`src/rtl/v_store_sequencer.sv`:
```
// rtl/v_store_sequencer.sv - vector unit/strided store sequencer, four bank writes per beat
`ifndef DATAMEM_BITS
`define DATAMEM_BITS 16
`endif

module v_store_sequencer #(
  parameter int VLEN   = 128,
  parameter int ADDR_W = `DATAMEM_BITS
) (
  input  logic              clk,
  input  logic              nrst,
  input  logic              req_valid,
  output logic              req_ready,
  input  logic [3:0]        store_op,
  input  logic [2:0]        lmul,
  input  logic [2:0]        vsew,
  input  logic [4:0]        stride,
  input  logic [ADDR_W-1:0] base_addr,
  input  logic [511:0]      vdata,
  input  logic              mem_gnt,
  output logic [ADDR_W-1:0] bank_addr0,
  output logic [ADDR_W-1:0] bank_addr1,
  output logic [ADDR_W-1:0] bank_addr2,
  output logic [ADDR_W-1:0] bank_addr3,
  output logic [31:0]       bank_wdata0,
  output logic [31:0]       bank_wdata1,
  output logic [31:0]       bank_wdata2,
  output logic [31:0]       bank_wdata3,
  output logic [3:0]        bank_we,
  output logic              busy,
  output logic              done,
  output logic              bad_op
);
  localparam logic [3:0] VLSU_VSE8   = 4'h8;
  localparam logic [3:0] VLSU_VSE16  = 4'h9;
  localparam logic [3:0] VLSU_VSE32  = 4'hA;
  localparam logic [3:0] VLSU_VSSE8  = 4'hC;
  localparam logic [3:0] VLSU_VSSE16 = 4'hD;
  localparam logic [3:0] VLSU_VSSE32 = 4'hE;

  typedef enum logic [1:0] {IDLE, ISSUE, DONE} state_t;
  state_t state;

  logic [1:0]        wsel_q;
  logic              strided_q;
  logic [4:0]        stride_q;
  logic [511:0]      vdata_q;
  logic [ADDR_W-1:0] cur_addr;
  logic [4:0]        beat;
  logic [4:0]        last_beat;

  // wsel: 0 = 8-bit, 1 = 16-bit, 2 = 32-bit elements; idx = 4*beat + lane
  function automatic logic [31:0] elem(input logic [511:0] d, input logic [1:0] wsel,
                                       input logic [5:0] idx);
    logic [7:0]  b8;
    logic [15:0] b16;
    case (wsel)
      2'd0: begin b8 = 8'(d >> {idx, 3'b000}); elem = {{24{b8[7]}}, b8}; end
      2'd1: begin b16 = 16'(d >> {idx, 4'b0000}); elem = {{16{b16[15]}}, b16}; end
      default: elem = 32'(d >> {idx, 5'b00000});
    endcase
  endfunction

  function automatic logic [ADDR_W-1:0] lane_addr(input logic [ADDR_W-1:0] a, input logic str,
                                                  input logic [4:0] s, input logic [1:0] lane);
    logic [6:0] off;
    off = str ? 7'(s) * 7'(lane) : 7'(lane);
    lane_addr = a + ADDR_W'(off);
  endfunction

  logic       op_ok, op_str;
  logic [1:0] op_wsel, lmul_sh;
  logic [4:0] bpr, n_beats;

  always_comb begin
    op_ok   = 1'b1;
    op_str  = 1'b0;
    op_wsel = 2'd2;
    case (store_op)
      VLSU_VSE8:   op_wsel = 2'd0;
      VLSU_VSE16:  op_wsel = 2'd1;
      VLSU_VSE32:  op_wsel = 2'd2;
      VLSU_VSSE8:  begin op_str = 1'b1; op_wsel = 2'd0; end
      VLSU_VSSE16: begin op_str = 1'b1; op_wsel = 2'd1; end
      VLSU_VSSE32: begin op_str = 1'b1; op_wsel = 2'd2; end
      default:     op_ok = 1'b0;
    endcase
    case (vsew)
      3'b000:  bpr = 5'(VLEN / 32);
      3'b001:  bpr = 5'(VLEN / 64);
      default: bpr = 5'(VLEN / 128);
    endcase
    case (lmul)
      3'b001:  lmul_sh = 2'd1;
      3'b010:  lmul_sh = 2'd2;
      default: lmul_sh = 2'd0;
    endcase
    n_beats = bpr << lmul_sh;
  end

  // Outputs for the next beat come from the live inputs on accept, otherwise from latched state
  logic [ADDR_W-1:0] src_addr;
  logic              src_str;
  logic [4:0]        src_stride;
  logic [511:0]      src_data;
  logic [1:0]        src_wsel;
  logic [3:0]        src_beat;
  logic [6:0]        step;
  logic [ADDR_W-1:0] nxt_addr [4];
  logic [31:0]       nxt_data [4];

  always_comb begin
    step = strided_q ? {stride_q, 2'b00} : 7'd4;
    if (state == IDLE) begin
      src_addr   = base_addr;
      src_str    = op_str;
      src_stride = stride;
      src_data   = vdata;
      src_wsel   = op_wsel;
      src_beat   = 4'd0;
    end else begin
      src_addr   = cur_addr + ADDR_W'(step);
      src_str    = strided_q;
      src_stride = stride_q;
      src_data   = vdata_q;
      src_wsel   = wsel_q;
      src_beat   = beat[3:0] + 4'd1;
    end
    for (int i = 0; i < 4; i++) begin
      nxt_addr[i] = lane_addr(src_addr, src_str, src_stride, 2'(i));
      nxt_data[i] = elem(src_data, src_wsel, {src_beat, 2'(i)});
    end
  end

  always_ff @(posedge clk or negedge nrst) begin
    if (!nrst) begin
      state       <= IDLE;
      req_ready   <= 1'b1;
      busy        <= 1'b0;
      done        <= 1'b0;
      bad_op      <= 1'b0;
      bank_we     <= 4'h0;
      beat        <= 5'd0;
      last_beat   <= 5'd0;
      cur_addr    <= '0;
      wsel_q      <= 2'd0;
      strided_q   <= 1'b0;
      stride_q    <= 5'd0;
      vdata_q     <= '0;
      bank_addr0  <= '0;
      bank_addr1  <= '0;
      bank_addr2  <= '0;
      bank_addr3  <= '0;
      bank_wdata0 <= '0;
      bank_wdata1 <= '0;
      bank_wdata2 <= '0;
      bank_wdata3 <= '0;
    end else begin
      case (state)
        IDLE: if (req_valid) begin
          wsel_q    <= op_wsel;
          strided_q <= op_str;
          stride_q  <= stride;
          vdata_q   <= vdata;
          cur_addr  <= base_addr;
          beat      <= 5'd0;
          last_beat <= n_beats - 5'd1;
          req_ready <= 1'b0;
          busy      <= 1'b1;
          if (op_ok) begin
            state       <= ISSUE;
            bank_we     <= 4'hF;
            bank_addr0  <= nxt_addr[0];
            bank_addr1  <= nxt_addr[1];
            bank_addr2  <= nxt_addr[2];
            bank_addr3  <= nxt_addr[3];
            bank_wdata0 <= nxt_data[0];
            bank_wdata1 <= nxt_data[1];
            bank_wdata2 <= nxt_data[2];
            bank_wdata3 <= nxt_data[3];
          end else begin
            state  <= DONE;
            done   <= 1'b1;
            bad_op <= 1'b1;
          end
        end
        ISSUE: if (mem_gnt) begin
          if (beat == last_beat) begin
            state   <= DONE;
            bank_we <= 4'h0;
            done    <= 1'b1;
          end else begin
            beat        <= beat + 5'd1;
            cur_addr    <= src_addr;
            bank_addr0  <= nxt_addr[0];
            bank_addr1  <= nxt_addr[1];
            bank_addr2  <= nxt_addr[2];
            bank_addr3  <= nxt_addr[3];
            bank_wdata0 <= nxt_data[0];
            bank_wdata1 <= nxt_data[1];
            bank_wdata2 <= nxt_data[2];
            bank_wdata3 <= nxt_data[3];
          end
        end
        DONE: begin
          state     <= IDLE;
          done      <= 1'b0;
          bad_op    <= 1'b0;
          busy      <= 1'b0;
          req_ready <= 1'b1;
        end
        default: state <= IDLE;
      endcase
    end
  end
endmodule

```
`config.mk`:
```
export PLATFORM = sky130hd
export DESIGN_NAME = v_store_sequencer
export DESIGN_NICKNAME = d
export VERILOG_FILES = /design/src/rtl/v_store_sequencer.sv
export SDC_FILE = /design/constraint.sdc
export NUM_CORES = 2
export LEC_CHECK = 0
export CAP_MARGIN = 5
export CORE_UTILIZATION = 30
export CTS_BUF_LIST = sky130_fd_sc_hd__clkbuf_8 sky130_fd_sc_hd__clkbuf_16
export DETAILED_ROUTE_END_ITERATION = 10
export GPL_TIMING_DRIVEN = 0
export MAX_ROUTING_LAYER = met4
export SYNTH_ARGS = -nofsm -noshare
export SYNTH_HDL_FRONTEND = slang
export SYNTH_SLANG_ARGS = --single-unit
```
`constraint.sdc`:
```
create_clock -name clk -period 5.73 [get_ports clk]
set_clock_uncertainty 0.15 [all_clocks]
set_input_delay 1.4325 -clock clk [delete_from_list [all_inputs] [get_ports clk]]
set_output_delay 1.4325 -clock clk [all_outputs]
set_load 0.02 [all_outputs]
```
# == Word-level counts from Yosys, hierarchy flattened ==
# Index checks and enable logic that the tools add are counted.
# op_classes
add_sub_neg,7
mul,1
n_div,0
magnitude_cmp,0
n_eq_ne,19
shifts,13
mux,85
n_bitwise,0
n_reduce_logical,18
# ops
operator,n
512-bit by 10-bit right shift with 16-bit output,4
512-bit by 11-bit right shift with 32-bit output,4
512-bit by 9-bit right shift with 8-bit output,4
32-bit 2-to-1 mux,16
512-bit 2-to-1 mux,1
32-bit case mux with 2 select lines,8
16-bit 2-to-1 mux,18
16-bit case mux with 2 select lines,5
16-bit by 7-bit adder with 16-bit output,2
5-bit 2-to-1 mux,5
"4-bit equality test, second input constant",6
4-bit 2-to-1 mux,5
16-bit by 5-bit adder with 16-bit output,1
16-bit by 6-bit adder with 16-bit output,1
5-bit AND reduction,3
7-bit 2-to-1 mux,2
"2-bit inequality test, second input constant",6
2-bit case mux with 2 select lines,3
2-bit 2-to-1 mux,5
5-bit case mux with 2 select lines,1
1-bit 2-to-1 mux,9
4-bit case mux with 2 select lines,1
"5-bit by 2-bit multiplier with 7-bit output, second input constant",1
"3-bit by 1-bit equality test with 1-bit output, second input constant",2
other kinds (22),30
# word_totals
regBits,748
latch_bits,0
mem_bits_rw,0
romBits,0
in_bits,547
out_inout_bits,200
elab_cells,164
memories,0

# == Longest topological paths before layout ==
# logic_depth
word_depth,9
ltp_mapped,24
depth_no_buf,18

# == Least setup slack after synthesis ==
# Ideal clock, no wire load.
# synth_path
path_kind,reg2reg
startpoint,register state[1]
endpoint,register bank_addr3[13]
setup_time_ns,0.069
arrival_time_ns,4.665
required_ns,5.511
slack_ns,0.846
path_stages_with_launch,24
path_buffers,7
period_less_slack_ns,4.884
cell_sequence,dfrtp_1 > buf_2 > nor2_1 > buf_2 > buf_2 > buf_2 > buf_2 > buf_2 > buf_2 > mux2i_1 > inv_1 > ha_1 > a21o_1 > a21oi_1 > xnor2_1 > nor2_1 > ha_1 > o21a_1 > o21a_1 > o22ai_1 > a211oi_1 > nand4_1 > or4_1 > nand3_1
# synth_between
elab_chain_cells,8
word_cells_on_any_way,19
cone_classes,add/sub: 1; mul: 1; eq/ne: 5; mux: 9; reduce/logical: 3
# synth_lines
element,line,text
from (decl),42,state_t state;
from (signal assigned),137,state <= IDLE;
from (signal assigned),171,state <= ISSUE;
from (signal assigned),182,state <= DONE;
2-bit zero test,"114, 159",
5-bit 2-to-1 mux,114,if (state == IDLE) begin
5-bit by 2-bit multiplier with 7-bit output,67,off = str ? 7'(s) * 7'(lane) : 7'(lane);
7-bit 2-to-1 mux,67,
16-bit by 7-bit adder with 16-bit output,68,lane_addr = a + ADDR_W'(off);
16-bit 2-to-1 mux (on tied branches),"188, 170",
16-bit 2-to-1 mux (on tied branches),"187, 160",
16-bit case mux with 2 select lines,159,case (state)
to (signal assigned),176,bank_addr3 <= nxt_addr[3];
to (signal assigned),198,bank_addr3 <= nxt_addr[3];
to (decl),24,"output logic [ADDR_W-1:0] bank_addr3,"
# Several ways; a longest one is shown, not always the timed one. The select of a mux whose other input is x is not followed.
# A chain may end at the register's enable or synchronous reset.

# == Worst setup path after layout ==
# layout_path
startpoint,register beat[1]
endpoint,register bank_wdata1[15]
# layout_between
elab_chain_cells,7
word_cells_on_any_way,14
cone_classes,add/sub: 1; eq/ne: 2; shift: 3; mux: 7; reduce/logical: 1
# layout_lines
element,line,text
from (decl),49,logic [4:0] beat;
from (signal assigned),193,beat <= beat + 5'd1;
4-bit by 1-bit adder with 4-bit output,127,src_beat = beat[3:0] + 4'd1;
4-bit 2-to-1 mux,114,
512-bit by 11-bit right shift with 32-bit output (tied with other cells),60,"default: elem = 32'(d >> {idx, 5'b00000});"
32-bit case mux with 2 select lines,57,case (wsel)
32-bit 2-to-1 mux (on tied branches),"188, 170",
32-bit 2-to-1 mux (on tied branches),"187, 160",
32-bit case mux with 2 select lines,159,
to (signal assigned),178,bank_wdata1 <= nxt_data[1];
to (signal assigned),200,bank_wdata1 <= nxt_data[1];
to (decl),26,"output logic [31:0] bank_wdata1,"
# Several ways; a longest one is shown, not always the timed one. The select of a mux whose other input is x is not followed.

==> results.cfg <==
[logic_synthesis]
synth_edf_count = 0
syn-num-nets = 5470
synth_area_leaders = dfrtp_1 42%, nand2_1 15%, mux4_2 12%
synth_seq_cells = 743
syn_area_mm2 = 0.0439
yosysTopAreaCell = dfrtp_1
syn_avg_cell_area_um2 = 8.96
ys.flop_type = dfrtp_1
syn_inst = 4892
yosysTopAreaCellShare = 0.423
async_reset_ff_frac = 1.00
ys_warn_count = 0
synth.distinct_cells = 85
ys_seq_area_frac = 0.424

[sta]
timing.final.crit_share = 1.08
maxSlewViolCount = 149
setup_ws_ns = -0.471
fin_crit_ns = 6.20
finalHoldViolCount = 0
setup_tns_ns = -7.46
fmax_ghz = 0.161
relSlewSlack = -0.0888
worst_slew_pin_slew_ns = 1.63
setup_violations = 44

[clocking]
cts_htree_levels = 3
numCtsBuffers = 89
clkTransAtPathRegs_ns = 0.06
cts_sinks = 743
clk_path_buf_depth = 3
tritoncts = built
clk_latency_ns = 0.75
cts_root_buf = clkbuf_16

[setup_path]
critical_path_required_ns = 6.24
max_stage_delay_ns = 1.26
rr_worst_depth = 10
crit_top_cell = a21oi_1
worstSetupEndpointType = register
r2r_end = bank_wdata1[15]
path_cells = ha_1 -> and2_1 -> a21oi_1 -> o221ai_1 -> nand2_1 -> clkbuf_2 -> clkbuf_2 -> a21oi_1 -> nor2_1 -> a21oi_1
start_kind = register
cp.arrival_ns = 6.71
slowest_stage = o221ai_1
reg2reg_slack_ns = -0.47
crit_fanout = 10
path_class = reg -> reg
regToRegStartpoint = beat[1]

[die]
ios = 747
core_mm2 = 0.144
die_area_mm2 = 0.148
rows = 139
die-height_um = 384
start_util = 0.304
die_w_um = 384

[global_routing]
groute.usage.overall = 0.492
grt_max_degree = 113
first_global_vias = 46523
grt_pass1_wl_mm = 459
grt_overflow = 0
antenna_found_initial = 64

[drt]
ant_nets = 0
vias_per_cell = 6.29
vias = 48864
wl_per_cell_um = 46.2
drt_wl_total_mm = 359
drt_iter0_drc = 7542
first_pass_iters = 8
post-route-drc-count = 0

[placement]
dp_hpwl_mm = 277
placed_cells = 7569
placed_area_mm2 = 0.0543
place.gp.congestion = 1.12
io_buffer_count = 746
dp_slack_ns = -2.01

[run]
max-cap-violations = 16

[power_and_ir_drop]
power_leakage_nw = 25.2
total_power_mw = 48.6
power.density_mw_per_mm2 = 840
vdd_drop_max_v = 0.000519

[min_path]
min_path_cells = 2
holdCritPathClass = reg -> reg
hp-start = bank_addr1[1]
hold_path_end = bank_addr1[1]

[cells_and_area]
layout-drive-gt1-share = 0.115
final_cell_area_mm2 = 0.0578
multi_input_area_mm2 = 0.0236
nNetsFinal = 6333
stdcell_count = 7771
fill_cells = 14717
seq_area_mm2 = 0.0186
syn2layout_area_growth_pct = 31.9

[status]
violations = max-capacitance violations, max-slew violations, negative setup slack
outcome = finished, violations left
-- metal layers --
layer	part of all wire	GRT usage
met2	0.42	0.688
met3	0.11	0.160
met1	0.39	0.606
met5	0	-
met4	0.078	0.314
-- cell usage after synthesis, types with 24 or more instances --
master and instances:
mux4_2 241, a211oi_1 24, a31oi_1 95, buf_1 35, a21oi_1 138, o211ai_1 24, mux2i_1 243, o21ai_0 191
o221ai_1 31, mux2_2 25, nor3_1 49, or3_1 51, buf_2 107, nand2_1 1766, o22a_1 33, nand3_1 28
xnor2_1 28, dfrtp_1 742, o22ai_1 93, nor2_1 373, clkbuf_1 230, ha_1 27
-- repair_timing --
item,4_1_cts,5_1_grt
setup endpoints to repair,78,21
gates resized for setup,49,15
hold buffers,0,0
setup buffers,0,2
pin swaps,1,2
-- registers in the layout (all words and copies together) (netlist names), 2 cells and up --
name and cells:
bank_wdata2 32, bank_addr2 15, cur_addr 16, state 2, bank_wdata3 32, bank_wdata1 32
last_beat 5, stride_q 5, bank_addr1 16, wsel_q 2, bank_addr0 16, bank_addr3 15
beat 5, vdata_q 512, bank_wdata0 32
-- critical path, delay by kind of cell (launching register included) --
kind                       cells  cell delay, ns
and+or+nand+nor                3            1.23
adders and majority gates      1            0.48
DFF                            1            0.47
AOI/OAI and AO/OA              4            2.45
buffers and inverters          2            1.29
-- cell usage in the layout (no fill, tap or decap), types with 13 or more instances in the layout --
cell / n
a211oi_1: 23
a21o_1: 17
a21oi_1: 135
a31oi_1: 93
and2_1: 19
buf_1: 19
buf_2: 102
buf_4: 20
buf_6: 14
buf_8: 14
bufinv_16: 13
clkbuf_1: 187
clkbuf_16: 91
clkbuf_2: 36
clkbuf_8: 17
clkdlybuf4s50_1: 745
clkinv_2: 15
dfrtp_1: 742
diode_2: 44
ha_1: 27
inv_1: 30
mux2_2: 25
mux2i_1: 242
mux4_2: 241
nand2_1: 1766
nand2b_1: 16
nand3_1: 28
nor2_1: 371
nor2b_1: 14
nor3_1: 49
o211ai_1: 24
o21a_1: 16
o21ai_0: 186
o221ai_1: 31
o22a_1: 33
o22ai_1: 92
o32a_1: 17
or3_1: 51
xnor2_1: 27
-- worst max-delay path by stage --
stage                                  to  depth (start not counted)  slack (ns)  startpoint
after floorplan            bank_addr3[13]                         23        0.85    state[1]
final                     bank_wdata1[15]                         10       -0.47     beat[1]
after global routing      bank_wdata2[13]                         10      -0.001     beat[1]
after global placement       vdata_q[455]                          1      -32.72        nrst
after detailed placement   bank_addr3[13]                         21       -2.01    state[1]
after CTS                  bank_wdata2[4]                         12        0.01     beat[1]
-- metrics by stage --
step	hold WS (ns)	utilization
final	0.325	0.401
after global routing	0.345	0.400
after CTS	0.320	0.399
after detailed placement	0.306	0.376
after global placement	0.301	0.372
after floorplan	0.287	-
-- power by group --
part	switching [mW]	internal [mW]
registers	3.90	7.76
clock network	2.66	3.71
logic	21.1	9.47
-- cells by family after synthesis --
| logic type | count (synthesis) | synth area share |
|---|---|---|
| compound gates | 789 | 0.117 |
| simple gates | 2369 | 0.215 |
| xor+xnor | 41 | 0.00870 |
| fa+ha+maj | 31 | 0.00953 |
| flops | 743 | 0.424 |
| buf+inv | 410 | 0.0397 |
| mux | 509 | 0.186 |
-- final cells by class --
| type | count | area share |
|---|---|---|
| multi-input cells | 3739 | 0.409 |
| inverters | 23 | 0.00149 |
| repair buffers | 777 | 0.139 |
| plain buffers | 382 | 0.0314 |
| clock buffers | 108 | 0.0434 |
| diodes | 44 | 0.00190 |
| clock inverters | 52 | 0.0115 |
| well taps | 1903 | 0.0412 |
| flip-flops and latches | 743 | 0.322 |
No activity file was read; power rests on OpenSTA's default activity.
